$ cat src/rtl/spi_pkg.sv
// Shared types and default constants for the SPI transfer engine.
// Holds the FSM state encoding, SD divider defaults and a small helper.
package spi_pkg;

   typedef enum logic [1:0] {
      ST_IDLE = 2'd0,
      ST_LOW  = 2'd1,
      ST_HIGH = 2'd2
   } state_e;

   localparam int SPI_DATA_W = 8;
   // 400 kHz SCLK for card init from a ~51.2 MHz system clock
   localparam int SPI_HALF_SLOW = 64;
   localparam int SPI_HALF_FAST = 2;

   function automatic int spi_max(input int a, input int b);
      return (a > b) ? a : b;
   endfunction

endpackage

$ cat src/rtl/spi_half_tick.sv
// SCLK half-period counter: counts while en, wraps at terminal count.
// Ports: clk, rst, en, clr, sel_slow (divider select), tc (terminal count).
module spi_half_tick
   import spi_pkg::*;
#(
   parameter int HALF_SLOW = SPI_HALF_SLOW,
   parameter int HALF_FAST = SPI_HALF_FAST,
   parameter int CNT_W     = 6
) (
   input  logic clk,
   input  logic rst,
   input  logic en,
   input  logic clr,
   input  logic sel_slow,
   output logic tc
);

   localparam logic [CNT_W-1:0] TC_SLOW = CNT_W'(HALF_SLOW - 1);
   localparam logic [CNT_W-1:0] TC_FAST = CNT_W'(HALF_FAST - 1);

   logic [CNT_W-1:0] cnt_q;
   logic [CNT_W-1:0] cnt_d;

   always_comb begin
      tc = sel_slow ? (cnt_q == TC_SLOW) : (cnt_q == TC_FAST);
   end

   always_comb begin
      cnt_d = cnt_q;
      if (clr || (en && tc)) begin
         cnt_d = '0;
      end else if (en) begin
         cnt_d = cnt_q + 1'b1;
      end
   end

   always_ff @(posedge clk) begin
      if (rst) begin
         cnt_q <= '0;
      end else begin
         cnt_q <= cnt_d;
      end
   end

endmodule

$ cat src/rtl/spi_xfer.sv
// Full-duplex SPI mode-0 word transfer engine with slow/fast SCLK divider.
// Ports: start/slow_mode/tx_data in, ready/done/rx_data out, sclk/mosi/miso pins.
module spi_xfer
   import spi_pkg::*;
#(
   parameter int DATA_W        = SPI_DATA_W,
   parameter int HALF_DIV_SLOW = SPI_HALF_SLOW,
   parameter int HALF_DIV_FAST = SPI_HALF_FAST,
   parameter bit MSB_FIRST     = 1'b1
) (
   input  logic              clk,
   input  logic              rst,
   input  logic              start,
   input  logic              slow_mode,
   input  logic [DATA_W-1:0] tx_data,
   input  logic              miso,
   output logic              ready,
   output logic              done,
   output logic [DATA_W-1:0] rx_data,
   output logic              sclk,
   output logic              mosi
);

   localparam int HALF_MAX = spi_max(HALF_DIV_SLOW, HALF_DIV_FAST);
   localparam int CNT_W    = (HALF_MAX > 1) ? $clog2(HALF_MAX) : 1;
   localparam int BIT_W    = $clog2(DATA_W);

   state_e            state_q, state_d;
   logic [DATA_W-1:0] tx_q, tx_d;
   logic [DATA_W-1:0] rx_q, rx_d;
   logic [DATA_W-1:0] rx_data_q, rx_data_d;
   logic [BIT_W-1:0]  bit_q, bit_d;
   logic              slow_q, slow_d;
   logic              sclk_q, sclk_d;
   logic              mosi_q, mosi_d;
   logic              done_q, done_d;
   logic              ready_q, ready_d;
   logic              accept;
   logic              tick;
   logic [DATA_W-1:0] tx_nxt;

   function automatic logic first_bit(input logic [DATA_W-1:0] w);
      return MSB_FIRST ? w[DATA_W-1] : w[0];
   endfunction

   assign accept = start & ready_q;

   spi_half_tick #(
      .HALF_SLOW (HALF_DIV_SLOW),
      .HALF_FAST (HALF_DIV_FAST),
      .CNT_W     (CNT_W)
   ) u_tick (
      .clk      (clk),
      .rst      (rst),
      .en       (state_q != ST_IDLE),
      .clr      (state_q == ST_IDLE),
      .sel_slow (slow_q),
      .tc       (tick)
   );

   always_ff @(posedge clk) begin
      if (rst) begin
         state_q   <= ST_IDLE;
         tx_q      <= '0;
         rx_q      <= '0;
         rx_data_q <= '0;
         bit_q     <= '0;
         slow_q    <= 1'b0;
         sclk_q    <= 1'b0;
         mosi_q    <= 1'b1;
         done_q    <= 1'b0;
         ready_q   <= 1'b1;
      end else begin
         state_q   <= state_d;
         tx_q      <= tx_d;
         rx_q      <= rx_d;
         rx_data_q <= rx_data_d;
         bit_q     <= bit_d;
         slow_q    <= slow_d;
         sclk_q    <= sclk_d;
         mosi_q    <= mosi_d;
         done_q    <= done_d;
         ready_q   <= ready_d;
      end
   end

   always_comb begin
      state_d = state_q;
      unique case (state_q)
         ST_IDLE: if (accept) state_d = ST_LOW;
         ST_LOW:  if (tick) state_d = ST_HIGH;
         ST_HIGH: begin
            if (tick) begin
               state_d = (bit_q == '0) ? ST_IDLE : ST_LOW;
            end
         end
         default: state_d = ST_IDLE;
      endcase
   end

   always_comb begin
      tx_d      = tx_q;
      rx_d      = rx_q;
      rx_data_d = rx_data_q;
      bit_d     = bit_q;
      slow_d    = slow_q;
      sclk_d    = sclk_q;
      mosi_d    = mosi_q;
      done_d    = 1'b0;
      ready_d   = ready_q;
      tx_nxt    = MSB_FIRST ? {tx_q[DATA_W-2:0], 1'b0}
                            : {1'b0, tx_q[DATA_W-1:1]};
      unique case (state_q)
         ST_IDLE: begin
            sclk_d  = 1'b0;
            mosi_d  = 1'b1;
            ready_d = 1'b1;
            if (accept) begin
               tx_d    = tx_data;
               slow_d  = slow_mode;
               bit_d   = BIT_W'(DATA_W - 1);
               mosi_d  = first_bit(tx_data);
               ready_d = 1'b0;
            end
         end
         ST_LOW: begin
            if (tick) begin
               sclk_d = 1'b1;
               rx_d   = MSB_FIRST ? {rx_q[DATA_W-2:0], miso}
                                  : {miso, rx_q[DATA_W-1:1]};
            end
         end
         ST_HIGH: begin
            if (tick) begin
               sclk_d = 1'b0;
               if (bit_q == '0) begin
                  rx_data_d = rx_q;
                  done_d    = 1'b1;
                  mosi_d    = 1'b1;
                  ready_d   = 1'b1;
               end else begin
                  tx_d   = tx_nxt;
                  mosi_d = first_bit(tx_nxt);
                  bit_d  = bit_q - 1'b1;
               end
            end
         end
         default: begin
            sclk_d  = 1'b0;
            mosi_d  = 1'b1;
            ready_d = 1'b1;
         end
      endcase
   end

   assign ready   = ready_q;
   assign done    = done_q;
   assign rx_data = rx_data_q;
   assign sclk    = sclk_q;
   assign mosi    = mosi_q;

endmodule

$ cat config.mk
export PLATFORM = sky130hd
export DESIGN_NAME = spi_xfer
export DESIGN_NICKNAME = d
export VERILOG_FILES = /design/src/rtl/spi_pkg.sv /design/src/rtl/spi_half_tick.sv /design/src/rtl/spi_xfer.sv
export SDC_FILE = /design/constraint.sdc
export NUM_CORES = 1
export LEC_CHECK = 0
export ABC_AREA = 1
export CORE_ASPECT_RATIO = 1.1
export CORE_MARGIN = 3
export CORE_UTILIZATION = 50
export DETAILED_ROUTE_END_ITERATION = 6
export PLACE_DENSITY = 0.79
export SLEW_MARGIN = 20
export SYNTH_ARGS = -nofsm -noshare
export SYNTH_HDL_FRONTEND = slang
export SYNTH_SLANG_ARGS = --single-unit
$ cat constraint.sdc
create_clock -name clk -period 2.1 [get_ports clk]
set_clock_uncertainty 0.1 [all_clocks]
set_input_delay 0.525 -clock clk [delete_from_list [all_inputs] [get_ports clk]]
set_output_delay 0.525 -clock clk [all_outputs]
set_load 0.02 [all_outputs]
==> impl_metrics.env <==
export IMPL_outcome="finished, final reports clean"
export IMPL_clk_pin_slew_ns=0.11
export IMPL_start_util_pct=54.8
export IMPL_holdBufCountCts=0
export IMPL_grt_pass1_vias=1307
export IMPL_fin_setup_tns_ns=0
export IMPL_drc_errors=0
export IMPL_postSynthRegisterBits=39
export IMPL_fin_crit_sh_pct=92.1
export IMPL_grt_pass1_wl_mm=5.55
export IMPL_final_setup_worst_slack_ns=0.166
export IMPL_rows=21
export IMPL_diodes=0
export IMPL_grt_max_degree=17
export IMPL_relSlewSlack_pct=77.9
export IMPL_insertion_delay_ns=0.34
export IMPL_arrival_ns=1.31
export IMPL_ir_worst_vdd_v=0.000362
export IMPL_wl_mm=3.21
export IMPL_crit_buf_inv=1
export IMPL_swShare_pct=28.1
export IMPL_leakagePower_nw=0.938
export IMPL_numPortBuffers=24
export IMPL_core_area_mm2=0.00318
export IMPL_seq_area_frac_synth_pct=44.8
export IMPL_cp_max_fo=2
export IMPL_r2r_setup_slack_ns=0.42
export IMPL_drtAntennaViolNets=0
export IMPL_drtIter0Drc=62
export IMPL_setup_viol=0
export IMPL_ios=25
export IMPL_rsz0062_at_grt="no"
export IMPL_dieHeight_um=67.9
export IMPL_die_w_um=62.3
export IMPL_end_kind="output pin"
export IMPL_synth_area_mm2=0.00174
export IMPL_timing_fmax_mhz=517
export IMPL_drv_cap=0
export IMPL_cts_max_level=2
export IMPL_cts_tree="done"
export IMPL_place_ws_ns=0.150
export IMPL_synth_fp_nets=262
export IMPL_crit_slowest_cell="clkdlybuf4s50_1"
export IMPL_critPathMaxStageDelay_ns=0.61
export IMPL_root_buffer="clkbuf_4"
export IMPL_clkPwrFrac_pct=26.5
export IMPL_required_ns=1.47
export IMPL_start_kind="flop"
export IMPL_final_common_cell="nand2_1"
export IMPL_tightest_slew_ns=0.331
export IMPL_antenna_found_initial=0
export IMPL_cpLargestDelayFamily="buffers and inverters"
export IMPL_post_cts_buffers=0
export IMPL_wl_per_cell_um=10.0
export IMPL_area_growth_pct=20.0
export IMPL_fin_util_pct=65.8
export IMPL_critPathKind="reg -> out"
export IMPL_yosysWarnings=0
export IMPL_gp_congestion=0.829
export IMPL_min_period_ns=1.93
export IMPL_dp_hpwl_mm=2.37
export IMPL_via_count=1521
export IMPL_combPwrFrac_pct=17.4
export IMPL_maxSlewViolCount=0
export IMPL_fill_cells=292
export IMPL_cts_made_buffers=5
export IMPL_crit_chain="clkdlybuf4s50_1"
export IMPL_synth_cell_types=24
export IMPL_syn_avg_cell_area_um2=7.09
export IMPL_final_cell_mix="nand2_1, nor2_1, dfxtp_1"
export IMPL_first_pass_iters=4
export IMPL_intPower_w=0.00104
export IMPL_cts_num_sinks=39
export IMPL_drive_gt1_share_pct=9.09
export IMPL_power_frac_seq_pct=56.0
export IMPL_routed_via_density=4.74
export IMPL_min_path_type="reg -> reg"
export IMPL_syn_instance_count=246
export IMPL_dieArea_mm2=0.00423
export IMPL_hold_violations=0
export IMPL_grt_overflow_total=0
export IMPL_p_sw_w=0.000406
export IMPL_final_nets=291
export IMPL_grt_usage_pct=16.8
export IMPL_cts_buffer_depth=2
export IMPL_cts_resized=0
export IMPL_power_density_mw_per_mm2=692
kinds of logic after synthesis:
family	share of synthesized area, %
AOI/OAI and AO/OA	10.8
DFF	44.8
xor gates and xnor gates	1.01
and+or+nand+nor	31.2
buffers and inverters	9.98
adders and majority gates	2.15
cell usage after synthesis, drive strengths merged:
cell | instances | area, µm²
nand2 | 62 | 265
or2 | 1 | 6.26
buf | 4 | 32.5
nor2 | 42 | 170
nand3 | 13 | 65.1
nor4 | 1 | 6.26
nand4 | 5 | 31.3
clkbuf | 3 | 11.3
inv | 34 | 130
a21oi | 14 | 70.1
xor2 | 2 | 17.5
a211oi | 1 | 7.51
ha | 3 | 37.5
o21ai | 21 | 105
o22ai | 1 | 6.26
dfxtp | 39 | 781
tightest hold or removal path, stage by stage, from the launching register on:
cell and delay [ns]:
dfxtp_1 0.32, nand2_1 0.06, a21oi_1 0.05
flip-flops by register name (all words and copies together) (netlist names):
signal / cells
rx_data: 8
rx_q: 8
tx_q: 7
u_tick.cnt_q: 6
bit_q: 3
state_q: 2
done: 1
mosi: 1
ready: 1
sclk: 1
slow_q: 1
final timing paths:
| check | end | from | cells after the start |
|---|---|---|---|
| worst min-delay path | tx_q[4]$_SDFFE_PP0P_ | tx_q[4]$_SDFFE_PP0P_ | 2 |
| worst max register to register | bit_q[2]$_SDFFE_PP0P_ | bit_q[0]$_SDFFE_PP0P_ | 8 |
| worst min register to register | tx_q[4]$_SDFFE_PP0P_ | tx_q[4]$_SDFFE_PP0P_ | 2 |
| worst max-delay path | mosi | mosi$_SDFFE_PP1P_ | 1 |
power by group through the flow:
stage	clock network, W	registers, W	logic [W]
detailed placement	0	0.000827	0.000253
global route	0.000429	0.000816	0.000291
finish	0.000384	0.000811	0.000252
CTS	0.000399	0.000811	0.000253
floorplan	0	0.000830	0.000166
global placement	0	0.000827	0.000247
area by class of cell:
type | count | area (µm²) | share of cell area [%]
timing repair buffer | 29 | 278 | 13.3
inverter | 34 | 130 | 6.22
clock buffer | 6 | 51.3 | 2.45
clock inverter | 1 | 5.00 | 0.239
sequential | 39 | 781 | 37.3
multi-input combinational | 166 | 788 | 37.7
tap | 46 | 57.6 | 2.75
stage by stage:
stage / area (µm²) / power [W] / hold slack [ns] / instances
2_1_floorplan: 1740 / 0.000996 / 0.341 / 246
3_3_place_gp: 2030 / 0.00107 / 0.352 / 314
3_5_place_dp: 2030 / 0.00108 / 0.358 / 314
4_1_cts: 2090 / 0.00146 / 0.374 / 321
5_1_grt: 2090 / 0.00154 / 0.401 / 321
6_report: 2090 / 0.00145 / 0.373 / 321
routing by layer:
metal  part of all wire, %  vias to the layer above  global-route usage (%)
met2                    48                       31                    30.4
met5                     0                        -                       0
met4                   2.4                        0                    9.92
met3                   3.6                        8                    3.45
li1                      -                      828                       -
met1                    45                      654                    18.7
Note: power is estimated with default switching activity, not from simulation.
